<file path="src/rtl/vga_scanout.sv">
// vga_scanout: raster timing generator and pixel scanout from a show-ahead video FIFO.
// Counters advance on pix_en; every vga_* output is registered one clk after the
// counter values it represents. Starved visible pixels are dropped (black) and counted.
module vga_scanout #(
    parameter int H_VISIBLE = 640,
    parameter int H_FP      = 16,
    parameter int H_SYNC    = 96,
    parameter int H_BP      = 48,
    parameter int V_VISIBLE = 480,
    parameter int V_FP      = 10,
    parameter int V_SYNC    = 2,
    parameter int V_BP      = 33
) (
    input  logic        clk,
    input  logic        rst,
    input  logic        pix_en,
    input  logic [23:0] fifo_q,
    input  logic        fifo_empty,
    output logic        fifo_rdreq,
    output logic [7:0]  vga_r,
    output logic [7:0]  vga_g,
    output logic [7:0]  vga_b,
    output logic        vga_hsync,
    output logic        vga_vsync,
    output logic        vga_blank_n,
    output logic        frame_start,
    input  logic        underflow_clr,
    output logic [15:0] underflow_cnt
);

    localparam int H_TOTAL = H_VISIBLE + H_FP + H_SYNC + H_BP;
    localparam int V_TOTAL = V_VISIBLE + V_FP + V_SYNC + V_BP;
    // One spare bit so the sync end bound still fits when the back porch is zero.
    localparam int HW = $clog2(H_TOTAL + 1);
    localparam int VW = $clog2(V_TOTAL + 1);

    localparam logic [HW-1:0] H_LAST     = HW'(H_TOTAL - 1);
    localparam logic [HW-1:0] H_VIS_END  = HW'(H_VISIBLE);
    localparam logic [HW-1:0] H_SYNC_BEG = HW'(H_VISIBLE + H_FP);
    localparam logic [HW-1:0] H_SYNC_END = HW'(H_VISIBLE + H_FP + H_SYNC);
    localparam logic [VW-1:0] V_LAST     = VW'(V_TOTAL - 1);
    localparam logic [VW-1:0] V_VIS_END  = VW'(V_VISIBLE);
    localparam logic [VW-1:0] V_SYNC_BEG = VW'(V_VISIBLE + V_FP);
    localparam logic [VW-1:0] V_SYNC_END = VW'(V_VISIBLE + V_FP + V_SYNC);

    // Saturating increment for the underflow counter.
    function automatic logic [15:0] sat_inc(input logic [15:0] v);
        return (v == 16'hFFFF) ? v : v + 16'd1;
    endfunction

    logic [HW-1:0] h_cnt_q, h_cnt_d;
    logic [VW-1:0] v_cnt_q, v_cnt_d;
    logic [23:0]   rgb_q, rgb_d;
    logic          hsync_q, hsync_d;
    logic          vsync_q, vsync_d;
    logic          blank_n_q, blank_n_d;
    logic          frame_start_q, frame_start_d;
    logic [15:0]   ucnt_q, ucnt_d;
    logic          visible;
    logic          starve;

    // Region decode on the current counters and the FIFO pop strobe.
    always_comb begin
        visible    = (h_cnt_q < H_VIS_END) && (v_cnt_q < V_VIS_END);
        starve     = pix_en && visible && fifo_empty;
        fifo_rdreq = !rst && pix_en && visible && !fifo_empty;
    end

    // Next-state: counters, registered video outputs and the underflow counter.
    always_comb begin
        h_cnt_d       = h_cnt_q;
        v_cnt_d       = v_cnt_q;
        rgb_d         = rgb_q;
        hsync_d       = hsync_q;
        vsync_d       = vsync_q;
        blank_n_d     = blank_n_q;
        frame_start_d = pix_en && (h_cnt_q == '0) && (v_cnt_q == '0);
        if (pix_en) begin
            rgb_d     = (visible && !fifo_empty) ? fifo_q : 24'h0;
            blank_n_d = visible;
            hsync_d   = !((h_cnt_q >= H_SYNC_BEG) && (h_cnt_q < H_SYNC_END));
            vsync_d   = !((v_cnt_q >= V_SYNC_BEG) && (v_cnt_q < V_SYNC_END));
            if (h_cnt_q == H_LAST) begin
                h_cnt_d = '0;
                v_cnt_d = (v_cnt_q == V_LAST) ? '0 : v_cnt_q + 1'b1;
            end else begin
                h_cnt_d = h_cnt_q + 1'b1;
            end
        end
        // A clear on the same cycle as a starved pixel wins.
        if (underflow_clr) begin
            ucnt_d = 16'h0;
        end else if (starve) begin
            ucnt_d = sat_inc(ucnt_q);
        end else begin
            ucnt_d = ucnt_q;
        end
    end

    // State registers; reset aborts the scan and returns to the top-left corner.
    always_ff @(posedge clk) begin
        if (rst) begin
            h_cnt_q       <= '0;
            v_cnt_q       <= '0;
            rgb_q         <= 24'h0;
            hsync_q       <= 1'b1;
            vsync_q       <= 1'b1;
            blank_n_q     <= 1'b0;
            frame_start_q <= 1'b0;
            ucnt_q        <= 16'h0;
        end else begin
            h_cnt_q       <= h_cnt_d;
            v_cnt_q       <= v_cnt_d;
            rgb_q         <= rgb_d;
            hsync_q       <= hsync_d;
            vsync_q       <= vsync_d;
            blank_n_q     <= blank_n_d;
            frame_start_q <= frame_start_d;
            ucnt_q        <= ucnt_d;
        end
    end

    assign vga_r         = rgb_q[23:16];
    assign vga_g         = rgb_q[15:8];
    assign vga_b         = rgb_q[7:0];
    assign vga_hsync     = hsync_q;
    assign vga_vsync     = vsync_q;
    assign vga_blank_n   = blank_n_q;
    assign frame_start   = frame_start_q;
    assign underflow_cnt = ucnt_q;

endmodule

</file>
<file path="config.mk">
export PLATFORM = sky130hd
export DESIGN_NAME = vga_scanout
export DESIGN_NICKNAME = d
export VERILOG_FILES = /design/src/rtl/vga_scanout.sv
export SDC_FILE = /design/constraint.sdc
export NUM_CORES = 1
export LEC_CHECK = 0
export BUFFER_PORTS_ARGS = -buffer_cell sky130_fd_sc_hd__buf_2
export CAP_MARGIN = 20
export CORE_ASPECT_RATIO = 1.5
export CORE_MARGIN = 8
export CORE_UTILIZATION = 47
export CTS_BUF_LIST = sky130_fd_sc_hd__clkbuf_16
export CTS_CLUSTER_SIZE = 16
export DETAILED_ROUTE_END_ITERATION = 10
export PLACE_DENSITY = 0.82
export REMOVE_ABC_BUFFERS = 1
export SETUP_SLACK_MARGIN = 0.5
export SLEW_MARGIN = 20
export SYNTH_ARGS = -nofsm -noshare
export SYNTH_HDL_FRONTEND = slang
export SYNTH_SLANG_ARGS = --single-unit
</file>
<file path="constraint.sdc">
create_clock -name clk -period 1.95 [get_ports clk]
set_input_delay 0.0975 -clock clk [delete_from_list [all_inputs] [get_ports clk]]
set_output_delay 0.0975 -clock clk [all_outputs]
set_load 0.01 [all_outputs]
</file>
* Yosys cells after proc, flatten, opt, wreduce, memory -nomap -nowiden
Index checks and enable logic that the tools add are counted.
** Cells by class
- Reduce and logical (&&, ||, !) cells :: 20
- Bitwise logic cells :: 1
- Multiplexer cells :: 3
- Magnitude comparators :: 6
- Equality and inequality tests :: 3
- $add $sub $neg :: 3
** Operators with widths (number)
- 24-bit 2-to-1 mux :: 1
- 10-bit by 1-bit adder with 10-bit output, second input constant :: 2
- 10-bit == test, second input constant :: 2
- 10-bit logical NOT :: 2
- 10-bit less-than comparator, second input constant :: 2
- 10-bit by 9-bit less-than comparator with 1-bit output, second input constant :: 2
- 10-bit 2-to-1 mux :: 2
- 16-bit by 1-bit adder with 16-bit output, second input constant :: 1
- 16-bit == test, second input constant :: 1
- 1-bit logical AND :: 11
- 10-bit >= comparator, second input constant :: 1
- 10-bit by 9-bit >= comparator with 1-bit output, second input constant :: 1
- 1-bit logical NOT :: 4
- 2-bit AND reduction :: 2
- 2-bit OR reduction :: 1
- 1-bit inverter :: 1
** Storage, ports and cells
- Bits in registers :: 64
- Input port bits :: 29
- Output and inout port bits :: 45

* Depth between registers and ports, before layout
Gate-level depths: netlist of the first run.
- Word-level depth :: 5
- Depth in mapped cells :: 7
- Gate-level depth less buffers :: 7

* Worst setup path after synthesis of the first run
Ideal clock, no wire load.
- Kind :: register -> register
- Start :: register h_cnt_q[0]
- End :: register v_cnt_q[7]
- Required time :: 1.826 ns
- Stages on the path, launching flop included :: 8
- Arrival time :: 1.694 ns
- Slack :: 0.132 ns
- Cells stage by stage :: dfxtp_1 -> ha_1 -> nand4_2 -> or4_4 -> buf_6 -> nor3_2 -> xnor2_1 -> nor2_2
** On the way
- Word-level cells in the longest chain between the ends :: 2
** RTL lines
- start, declared :: line 51 : logic [HW-1:0] h_cnt_q, h_cnt_d;
- start signal, assigned :: line 112 : h_cnt_q <= h_cnt_d;
- 10-bit == test :: line 83 : if (h_cnt_q == H_LAST) begin
- 2-bit AND reduction (no source line)
- end signal, assigned :: line 113 : v_cnt_q <= v_cnt_d;
- end, declared :: line 52 : logic [VW-1:0] v_cnt_q, v_cnt_d;
No other way between the ends.
A chain may end at the register's enable or synchronous reset.

* Final worst setup path of the first run
- Start :: register v_cnt_q[6]
- End :: register ucnt_q[6], in the netlist underflow_cnt[6]
** On the way
- Word-level cells in the longest chain between the ends :: 5
** RTL lines
- 10-bit by 9-bit less-than comparator with 1-bit output :: line 64 : visible = (h_cnt_q < H_VIS_END) && (v_cnt_q < V_VIS_END);
- 1-bit logical AND :: line 64
- 1-bit logical AND (2 in a row) :: line 65 : starve = pix_en && visible && fifo_empty;
- 2-bit AND reduction (no source line)
- end signal, assigned :: line 119 : ucnt_q <= ucnt_d;
- end, declared :: line 58 : logic [15:0] ucnt_q, ucnt_d;
No other way between the ends.

==> parameters.txt, run 1 <==
Parameter                              Value

Worst setup path
  Critical path's most frequent cell ... sky130_fd_sc_hd__buf_4
  Worst setup path class ... flop to flop
  Crit path max-delay family ... buffers and inverters
  RR Startpoint ... v_cnt_q[6]
  Startpoint of the worst setup timing path ... v_cnt_q[6]
  Arrival time of data at the critical path endpoint ... between 2 and 2.5 ns
  Data required time at the worst endpoint ... 2.16 ns
  FF-to-FF path depth ... 9
  Endpoint class of the critical path ... flop
  Number of stages on the worst setup path ... 9
  Delay of the slowest cell on the worst path ... between 0.3 and 0.4 ns
  Critical-path cell list ... nand4_1 > buf_4 > o2111ai_4 > buf_12 > a2111oi_4 > buf_4 > buf_6 > xnor2_2 > nor2_1
  CP Max Fanout ... 4
  Startpoint types ... flop
  Buffers and inverters on the worst path ... 4
  Slowest library cell on the worst path ... sky130_fd_sc_hd__dfxtp_4

Synthesis
  Synthesized flop and latch total ... 64
  Share of cell area taken by muxes after synthesis ... 0.0108
  Syn_area_per_cell ... just under 10 sq um
  Number of enable flip-flop cells after synthesis ... 0
  Share of synthesized cell area in and, or, nand and nor gates ... 0.214
  Post-Syn Instances ... around 280
  Synth cell count leaders ... 64 x sky130_fd_sc_hd__dfxtp_1, 39 x sky130_fd_sc_hd__nor2_1, 24 x sky130_fd_sc_hd__a22o_1
  Largest family of logic cells by synthesized area ... simple AND/OR/NAND/NOR gates
  Most area-consuming cells after synthesis ... sky130_fd_sc_hd__dfxtp_1 46%, sky130_fd_sc_hd__a22o_1 7.6%, sky130_fd_sc_hd__xnor2_1 5.4%, sky130_fd_sc_hd__nor2_1 5.3%, sky130_fd_sc_hd__xor2_1 3.2%
  Library cell with the largest summed area after synthesis ... sky130_fd_sc_hd__dfxtp_1
  Dominant cell by count in the synthesized netlist ... sky130_fd_sc_hd__dfxtp_1
  Share of async-settable or async-resettable flops after synthesis ... 0
  Count of unique library cells instantiated by Yosys ... 49
  Complex-gate fraction of the synthesized area ... 0.166
  Flip-flop cell with the highest count after synthesis ... sky130_fd_sc_hd__dfxtp_1
  Area share of the largest cell type after synthesis ... 0.463
  Cell area after synthesis ... between 2000 and 3000 sq um
  Xor-xnor portion of the synthesized cell area ... 0.0854
  Synthesis warning total ... 0
  Post-synthesis adder-cell area fraction ... 0.0226
  Sequential area share after synthesis ... 0.463

Placed design
  Buffers added on ports ... 73
  Weighted congestion at the end of routability-driven global placement ... 0.787
  Detailed placement HPWL ... approximately 5000 microns
  Worst slack at placement ... between 0.1 and 0.15 ns

Timing
  Least setup slack across all paths after layout ... about 0.098 ns
  Maximum clock frequency ... around 540 MHz
  Worst max-slew margin expressed relative to the limit ... 0.715
  Setup repair after global routing missed its margin ... true
  Final setup fails ... 0
  Worst Max-Slew Pin Slew ... about 0.43 ns
  Post-route fraction of the period consumed by the critical path ... 0.950
  Max-slew violation count ... 0
  Final critical-path required period ... approximately 1.9 ns
  Hold WS ... approximately 0.018 ns
  Number of failing hold endpoints at the final stage ... 0
  Post-Route Skew ... about 0.0056 ns
  Total negative slack ... 0 ns

Floorplanning
  IO Count ... 74
  Die outline height ... between 100 and 150 microns
  Die Area ... slightly below 9000 sq um
  Die width ... about 79 microns
  FP Rows ... 34
  Core region area ... roughly 5700 sq um
  Initial Util ... 0.482

Layout
  Fraction of final layout cells with drive strength greater than 1 ... 0.508
  Final Util ... 0.793
  Layout Nets ... 458
  Relative area change from synthesis to final layout ... 64.3%
  Total inserted antenna cells ... 0

Power and ir drop
  Cell leakage power ... approximately 1.9 nW
  Proportion of power drawn by the clock network ... 0.535
  PnR Total Power ... between 0.003 and 0.004 W
  Net Sw Power ... 0.000772 W
  Total internal power ... about 0.0027 W
  Worst IR drop on VDD ... slightly below 600 uV
  Switching Share ... 0.221
  Combinational Power Share ... 0.079
  P per Cell Area ... roughly 770 nW/um^2
  Relative contribution of sequential cells to total power ... 0.386

Detailed routing
  Detailed-route wire length ... 10800 microns
  Avg Vias per Cell ... about 6
  Count of vias placed by the detailed router ... roughly 3.0k
  Remaining routing DRC violations ... 0
  Post-DRT Antenna Nets ... 0
  Detail-routed net length per standard cell ... ~22 microns
  Initial DRT Pass Iterations ... 7
  DRC marker count from the first detailed-route iteration ... 171

Job
  Max-cap violation count ... 0

Global routing
  Maximum number of pins on one net before global-route repair ... 26
  Via count of the first global-routing pass ... about 3.1k
  Number of antenna violations at the first check in global routing ... 0
  Wire length of the first global-routing pass ... about 15000 microns
  GRT Util Overall ... 0.228
  Global route total overflow ... 0

Clock tree
  TritonCTS Buffers ... 9
  Clock buffer depth ... 2
  Root buffer cell ... sky130_fd_sc_hd__clkbuf_16
  Clock slew seen by the registers of the worst setup and hold paths ... roughly 0.06 ns
  Maximum level of the CTS H-tree ... 3
  CTS tree ... done
  Sinks on the clock net ... 64
  Source-to-sink clock delay at the later pin of the worst-skew pair ... ~0.33 ns

Min path
  Worst min-delay path category ... primary input to flop
  Hold path start ... fifo_q[15]
  Hold path depth ... 2

Outcome
  Result of the run ... finished, final reports clean
[through the flow]
stage	area, sq um	std cells
detailed placement	3250	426
finish	4550	501
CTS	4370	494
floorplan	2700	269
global route	4550	501
global placement	3250	426
[per-layer routing]
| metal | wire length (microns) | global-route usage | vias to the layer above |
|---|---|---|---|
| li1 | - | - | 1295 |
| met1 | 3520 | 0.207 | 1471 |
| met2 | 5990 | 0.422 | 172 |
| met3 | 708 | 0.0682 | 58 |
| met4 | 589 | 0.161 | 0 |
| met5 | 0 | 0 | - |
[sequential cells by signal, indices dropped and copies added (netlist names)]
name,flops
rgb_q,24
frame_start,1
vga_blank_n,1
h_cnt_q,10
underflow_cnt,16
vga_vsync,1
vga_hsync,1
v_cnt_q,10
[power groups by stage]
stage / clock network, W / registers (W) / logic (W)
after global routing: 0.00194 / 0.00135 / 0.000292
after global placement: 0 / 0.00138 / 0.000162
after CTS: 0.00187 / 0.00135 / 0.000247
final: 0.00187 / 0.00135 / 0.000276
after detailed placement: 0 / 0.00138 / 0.000167
after floorplan: 0 / 0.00139 / 0.0000665
[logic make-up (layout without fill, tap and decap cells)]
logic type,count (synthesis),count (layout)
and+or+nand+nor,110,110
DFF,64,64
AOI/OAI and AO/OA,51,51
xor gates and xnor gates,27,27
buffers and inverters,23,169
adders and majority gates,5,5
muxes,3,3
[cell usage in the layout, fill, tap and decap left out, drive strengths merged, types with 3 or more instances in the layout]
| master | synthesis | layout |
|---|---|---|
| ha | 5 | 5 |
| xor2 | 10 | 10 |
| xnor2 | 17 | 17 |
| mux2i | 3 | 3 |
| inv | 9 | 9 |
| bufinv | 0 | 3 |
| a22o | 24 | 24 |
| nor4 | 4 | 4 |
| nor2 | 41 | 41 |
| a21oi | 4 | 4 |
| clkbuf | 5 | 9 |
| dfxtp | 64 | 64 |
| nand4 | 11 | 11 |
| and3 | 6 | 6 |
| nand2b | 4 | 4 |
| a2111oi | 4 | 4 |
| nand2 | 16 | 16 |
| o21ai | 3 | 3 |
| buf | 9 | 122 |
| nor3 | 4 | 4 |
| a211oi | 8 | 8 |
| dlygate4sd3 | 0 | 22 |
| nand3 | 9 | 9 |
| clkinv | 0 | 4 |
[area by class of cell]
class	count	area [sq um]
clock buffers	9	225
clock inverters	7	120
fillers	305	1190
inverters	9	33.8
multi-input cells	196	1680
flip-flops and latches	64	1320
well taps	72	90.1
repair buffers	144	1080
[repair_timing]
action | in CTS | in global routing
endpoints found under the hold margin | 22 | 0
gates cloned | 2 | 0
hold buffers | 22 | 0
pin swaps | 28 | 41
setup endpoints to repair | 59 | 61
resized for setup | 75 | 32
buffers inserted | 28 | 7
[worst paths after layout]
kind / endpoint / slack, ns
hold reg to reg: rgb_q[21] / 0.47
setup / recovery: underflow_cnt[6] / 0.1
setup reg to reg: underflow_cnt[6] / 0.1
hold / removal: rgb_q[15] / 0.02
Note: power is estimated with default switching activity, not from simulation.
==> run 2, diff against run 1 <==
==> constraint.sdc (replaced) <==
create_clock -name clk -period 1.95 [get_ports clk]
set_input_delay 0.39 -clock clk [delete_from_list [all_inputs] [get_ports clk]]
set_output_delay 0.39 -clock clk [all_outputs]
set_load 0.01 [all_outputs]
==> parameters.txt, run 2 (synthesized netlist as in run 1, its figures left out) <==
Parameter                              Value

Clock tree
  Post-cts hold buffer count ... 0 (-100%)
  CTS tree ... done
  Clock buffer depth ... 2 (unchanged)
  Clock slew seen by the registers of the worst setup and hold paths ... 0.06 ns (about the same)
  Root buffer cell ... sky130_fd_sc_hd__clkbuf_16
  Source-to-sink clock delay at the later pin of the worst-skew pair ... 0.33 ns (about the same)
  Sinks on the clock net ... 64 (unchanged)
  TritonCTS Buffers ... 9 (unchanged)
  Maximum level of the CTS H-tree ... 3 (unchanged)

Worst setup path
  Arrival time of data at the critical path endpoint ... 1.52 ns (-0.54 ns)
  Buffers and inverters on the worst path ... 2 (-2)
  Data required time at the worst endpoint ... 1.56 ns (-0.60 ns)
  Number of stages on the worst setup path ... 6 (-3)
  CP Max Fanout ... 3 (-1)
  Terminus of the critical flop-to-flop path ... v_cnt_q[9]
  Slowest library cell on the worst path ... sky130_fd_sc_hd__dfxtp_4
  Startpoint of the worst setup timing path ... v_cnt_q[5]
  Critical-path cell list ... nand4_1 > buf_4 > nor2_2 > nand3b_1 > nor2_2 > buf_2
  Critical path's most frequent cell ... sky130_fd_sc_hd__nor2_2
  Setup slack of the most critical reg-to-reg path ... 0.08 ns (-0.02 ns)
  FF-to-FF path depth ... 6 (-3)
  Worst setup path end ... fifo_rdreq
  Startpoint types ... flop
  Worst setup path class ... flop to primary output
  Crit path max-delay family ... simple AND/OR/NAND/NOR gates
  RR Startpoint ... v_cnt_q[7]
  Endpoint class of the critical path ... primary output
  Delay of the slowest cell on the worst path ... 0.34 ns (about the same)

Outcome
  Result of the run ... finished, final reports clean

Global routing
  Wire length of the first global-routing pass ... 13900 microns (-9.0%)
  Number of antenna violations at the first check in global routing ... 0 (unchanged)
  Maximum number of pins on one net before global-route repair ... 25 (-3.8%)
  GRT Util Overall ... 0.205 (-0.0226)
  Via count of the first global-routing pass ... 2980 (-2.7%)
  Global route total overflow ... 0 (unchanged)

Layout
  Register ranked first by flip-flop count ... rgb_q
  Number of flip-flops in the largest register ... 24 (unchanged)
  Commonest non-fill, non-tap cell in the layout ... sky130_fd_sc_hd__buf_2
  Total inserted antenna cells ... 0 (unchanged)
  Post-Layout Inst Area ... 4350 sq um (-4.3%)
  Fraction of final layout cells with drive strength greater than 1 ... 0.528 (+0.0200)
  Leading cell types in the layout, fill and taps excluded ... 73 x sky130_fd_sc_hd__buf_2, 40 x sky130_fd_sc_hd__dfxtp_1, 34 x sky130_fd_sc_hd__nor2_1, 34 x sky130_fd_sc_hd__buf_4, 24 x sky130_fd_sc_hd__a22o_1
  Layout Nets ... 438 (-4.4%)
  Relative area change from synthesis to final layout ... 57.2%

Timing
  Post-route fraction of the period consumed by the critical path ... 0.981 (+0.0310)
  Maximum clock frequency ... 523 MHz (-3.2%)
  Final critical-path required period ... 1.91 ns (+0.0605 ns)
  Post-Route Skew ... 0.00465 ns (-0.000962 ns)
  Setup repair after global routing missed its margin ... true
  Total negative slack ... 0 ns (unchanged)
  Hold WS ... 0.270 ns (+0.251 ns)
  Worst Max-Slew Pin Slew ... 0.397 ns (-0.0291 ns)
  Final setup fails ... 0 (unchanged)
  Worst max-slew margin expressed relative to the limit ... 0.733 (+0.0179)
  Max-slew violation count ... 0 (unchanged)
  Number of failing hold endpoints at the final stage ... 0 (unchanged)

Floorplanning
  Initial Util ... 0.482 (unchanged)
  Die outline height ... 110 microns (unchanged)
  IO Count ... 74 (unchanged)
  FP Rows ... 34 (unchanged)
  Die width ... 78.7 microns (unchanged)
  Die Area ... 8660 sq um (unchanged)
  Core region area ... 5740 sq um (unchanged)

Detailed routing
  Count of vias placed by the detailed router ... 2819 (-5.9%)
  Initial DRT Pass Iterations ... 4 (-3)
  Detail-routed net length per standard cell ... 20.6 microns (-4.6%)
  Detailed-route wire length ... 9900 microns (-8.4%)
  Avg Vias per Cell ... 5.86 (-2.0%)
  Post-DRT Antenna Nets ... 0 (unchanged)
  Remaining routing DRC violations ... 0 (unchanged)
  DRC marker count from the first detailed-route iteration ... 174 (+1.8%)

Power and ir drop
  P per Cell Area ... 760 nW/um^2 (-1.1%)
  PnR Total Power ... 0.00331 W (-5.4%)
  Worst IR drop on VDD ... 590 uV (+0.13%)
  Cell leakage power ... 1.82 nW (-4.3%)

Placed design
  Weighted congestion at the end of routability-driven global placement ... 0.892 (+13%)
  Buffers added on ports ... 73 (unchanged)
  Detailed placement HPWL ... 5040 microns (+0.91%)
  Total cell area at the placement stage ... 3260 sq um (+0.31%)

Min path
  Worst min-delay path category ... primary input to flop

Job
  Max-cap violation count ... 0 (unchanged)
run 2: stage by stage:
stage	worst slack, ns	std cells	utilization
2_1_floorplan	-0.0839	269	-
3_3_place_gp	0.162	429	0.568
3_5_place_dp	0.110	429	0.568
4_1_cts	0.0899	474	0.718
5_1_grt	-0.0161	481	0.758
6_report	0.0377	481	0.758
run 2: worst reg2reg max path, cell delays in order (launching register included):
cell                       delay (ns)
sky130_fd_sc_hd__dfxtp_2         0.32
sky130_fd_sc_hd__buf_4           0.14
sky130_fd_sc_hd__or4_1           0.58
sky130_fd_sc_hd__nor2_4          0.16
sky130_fd_sc_hd__nand4_1         0.18
sky130_fd_sc_hd__o21bai_4        0.28
sky130_fd_sc_hd__nor2_1          0.09
run 2: worst min-delay path by stage:
stage	cells after the start	startpoint	endpoint	slack (ns)
final	2	fifo_q[5]	rgb_q[5]	0.27
after global routing	2	fifo_q[3]	rgb_q[3]	0.27
after CTS	2	fifo_q[5]	rgb_q[5]	0.26
after detailed placement	1	rgb_q[10]	rgb_q[10]	0.45
after global placement	1	rgb_q[0]	rgb_q[0]	0.45
after floorplan	1	rst	v_cnt_q[0]	0.46
run 2: final cells by class:
class	count	area (sq um)
Clock buffer	9	225
Clock inverter	7	93.8
Fill cell	334	1390
Inverter	9	33.8
Multi-Input combinational cell	196	1720
Sequential cell	64	1330
Tap cell	72	90.1
Timing Repair Buffer	124	860
run 2: repair_timing:
item                                    4_1_cts  5_1_grt
setup buffers                                27        7
endpoints found under the setup margin       59       62
gates resized for setup                      74       38
pin swaps                                    29       17
cloned                                        2        0
run 2: where the power goes:
group	switching, W	internal, W
combinational	0.000118	0.000116
clock	0.000607	0.00112
sequential	0.0000194	0.00133
run 2: per-layer routing:
layer,up-vias,GRT usage,wire (microns)
li1,1251,-,-
met1,1359,0.189,3420
met2,154,0.360,5370
met3,55,0.0584,553
met4,0,0.189,557
met5,-,0,0
==> run 3, diff against run 2 <==
- CORE_UTILIZATION: 47 -> 30
- CTS_BUF_LIST: sky130_fd_sc_hd__clkbuf_16 -> sky130_fd_sc_hd__clkbuf_8
- PLACE_DENSITY: 0.82 -> 0.59
==> parameters.txt, run 3 (synthesized netlist as in run 1, its figures left out) <==
Parameter                              Value

Global routing
  Number of antenna violations at the first check in global routing ... 0 (unchanged)
  Maximum number of pins on one net before global-route repair ... 26 (+4.0%)
  Via count of the first global-routing pass ... 2567 (-14%)
  GRT Util Overall ... 0.122 (-0.0826)
  Wire length of the first global-routing pass ... 12300 microns (-12%)
  Global route total overflow ... 0 (unchanged)

Detailed routing
  Avg Vias per Cell ... 4.84 (-17%)
  Initial DRT Pass Iterations ... 4 (unchanged)
  Detailed-route wire length ... 7380 microns (-25%)
  Count of vias placed by the detailed router ... 2424 (-14%)
  Remaining routing DRC violations ... 0 (unchanged)
  Post-DRT Antenna Nets ... 0 (unchanged)
  Detail-routed net length per standard cell ... 14.7 microns (-28%)
  DRC marker count from the first detailed-route iteration ... 94 (-46%)

Clock tree
  Clock buffer depth ... 2 (unchanged)
  Maximum level of the CTS H-tree ... 3 (unchanged)
  Clock slew seen by the registers of the worst setup and hold paths ... 0.07 ns (about the same)
  CTS tree ... done
  Source-to-sink clock delay at the later pin of the worst-skew pair ... 0.35 ns (+0.02 ns)
  TritonCTS Buffers ... 9 (unchanged)
  Root buffer cell ... sky130_fd_sc_hd__clkbuf_8
  Sinks on the clock net ... 64 (unchanged)

Layout
  Final Util ... 0.428 (-0.330)
  Register ranked first by flip-flop count ... rgb_q
  Total inserted antenna cells ... 0 (unchanged)
  Layout Nets ... 419 (-4.3%)
  Filler cell count in the final layout ... 868 (+160%)
  Commonest non-fill, non-tap cell in the layout ... sky130_fd_sc_hd__buf_2
  Fraction of final layout cells with drive strength greater than 1 ... 0.445 (-0.0834)
  Leading cell types in the layout, fill and taps excluded ... 72 x sky130_fd_sc_hd__buf_2, 42 x sky130_fd_sc_hd__dfxtp_1, 38 x sky130_fd_sc_hd__nor2_1
  Relative area change from synthesis to final layout ... 40.6%
  Number of flip-flops in the largest register ... 24 (unchanged)

Placed design
  Weighted congestion at the end of routability-driven global placement ... 0.788 (-12%)
  Detailed placement HPWL ... 5100 microns (+1.2%)
  Worst slack at placement ... 0.0692 ns (-0.0412 ns)
  Buffers added on ports ... 73 (unchanged)

Timing
  Final setup fails ... 0 (unchanged)
  Total negative slack ... 0 ns (unchanged)
  Post-Route Skew ... 0.00598 ns (+0.00133 ns)
  Worst Max-Slew Pin Slew ... 0.370 ns (-0.0273 ns)
  Post-route fraction of the period consumed by the critical path ... 0.951 (-0.0301)
  Number of failing hold endpoints at the final stage ... 0 (unchanged)
  Worst max-slew margin expressed relative to the limit ... 0.752 (+0.0184)
  Final critical-path required period ... 1.85 ns (-0.0586 ns)
  Setup repair after global routing missed its margin ... true
  Max-slew violation count ... 0 (unchanged)
  Maximum clock frequency ... 539 MHz (+3.2%)
  Least setup slack across all paths after layout ... 0.0964 ns (+0.0586 ns)

Power and ir drop
  P per Cell Area ... 711 nW/um^2 (-6.4%)
  Cell leakage power ... 1.63 nW (-11%)
  PnR Total Power ... 0.00277 W (-16%)
  Worst IR drop on VDD ... 379 uV (-36%)

Worst setup path
  Worst setup path class ... flop to primary output
  Startpoint types ... flop
  Data required time at the worst endpoint ... 1.56 ns (about the same)
  Setup slack of the most critical reg-to-reg path ... 0.17 ns (+0.09 ns)
  Endpoint class of the critical path ... primary output
  Arrival time of data at the critical path endpoint ... 1.46 ns (-0.06 ns)
  FF-to-FF path depth ... 7 (+1)
  CP Max Fanout ... 2 (-1)

Job
  Max-cap violation count ... 0 (unchanged)

Floorplanning
  Core region area ... 9090 sq um (+58%)
  Initial Util ... 0.305 (-0.178)
  Die Area ... 12600 sq um (+46%)
  Die width ... 94.5 microns (+20%)
  FP Rows ... 43 (+26%)
  IO Count ... 74 (unchanged)
  Die outline height ... 134 microns (+22%)

Min path
  Hold path depth ... 2 (unchanged)
  Worst min-delay path category ... primary input to flop

Outcome
  Result of the run ... finished, final reports clean
[run 3: cell count changes in the layout (fill, tap and decap cells not counted), moves of 4 or more]
| cell | change |
|---|---|
| sky130_fd_sc_hd__a211oi_1 | +7 |
| sky130_fd_sc_hd__a211oi_4 | -6 |
| sky130_fd_sc_hd__buf_4 | -9 |
| sky130_fd_sc_hd__buf_6 | -7 |
| sky130_fd_sc_hd__clkbuf_16 | -9 |
| sky130_fd_sc_hd__clkbuf_8 | +9 |
| sky130_fd_sc_hd__nor2_1 | +4 |
[run 3: layout make-up]
type | instances | area, sq um | area share
multi-input cells | 196 | 1530 | 0.392
clock inverters | 6 | 85.1 | 0.0218
clock buffers | 9 | 124 | 0.0318
flip-flops and latches | 64 | 1320 | 0.339
repair buffers | 105 | 663 | 0.170
inverters | 9 | 33.8 | 0.00867
well taps | 112 | 140 | 0.0360
[run 3: worst max-delay path, cell delays in order (launching register included)]
cell                       delay (ns)
sky130_fd_sc_hd__dfxtp_4         0.34
sky130_fd_sc_hd__and2b_1         0.21
sky130_fd_sc_hd__nor2b_4         0.15
sky130_fd_sc_hd__nand3b_1        0.14
sky130_fd_sc_hd__nor2_4          0.15
sky130_fd_sc_hd__buf_6           0.12
[run 3: per-stage QoR]
stage	instance area, sq um	cells	hold slack (ns)
after floorplan	2700	269	0.459
after global placement	3290	466	0.451
after detailed placement	3290	466	0.446
after CTS	3860	499	0.232
after global routing	3890	501	0.243
final	3890	501	0.253
[run 3: final timing paths]
path	from	end
max reg2reg	v_cnt_q[6]	underflow_cnt[14]
max	v_cnt_q[9]	fifo_rdreq
min	fifo_q[7]	rgb_q[7]
min reg2reg	vga_blank_n	vga_blank_n
[run 3: routing by layer]
metal / track usage / vias to the layer above / wire (microns)
met5: 0 / - / 0
met4: 0.0837 / 0 / 178
met3: 0.0236 / 13 / 285
met2: 0.212 / 53 / 3890
met1: 0.128 / 1147 / 3030
li1: - / 1211 / -
[run 3: power breakdown]
group	switching, W	internal [W]	total [W]
Sequential	0.0000172	0.00133	0.00135
Combinational	0.0000963	0.0000960	0.000192
Clock	0.000523	0.000707	0.00123
Total	0.000637	0.00213	0.00277
[run 3: timing repair]
item,CTS,global route
setup endpoints to repair,59,60
hold buffers,0,0
pin swaps,21,11
gates resized for setup,58,4
cloned,1,0
buffers inserted,17,2
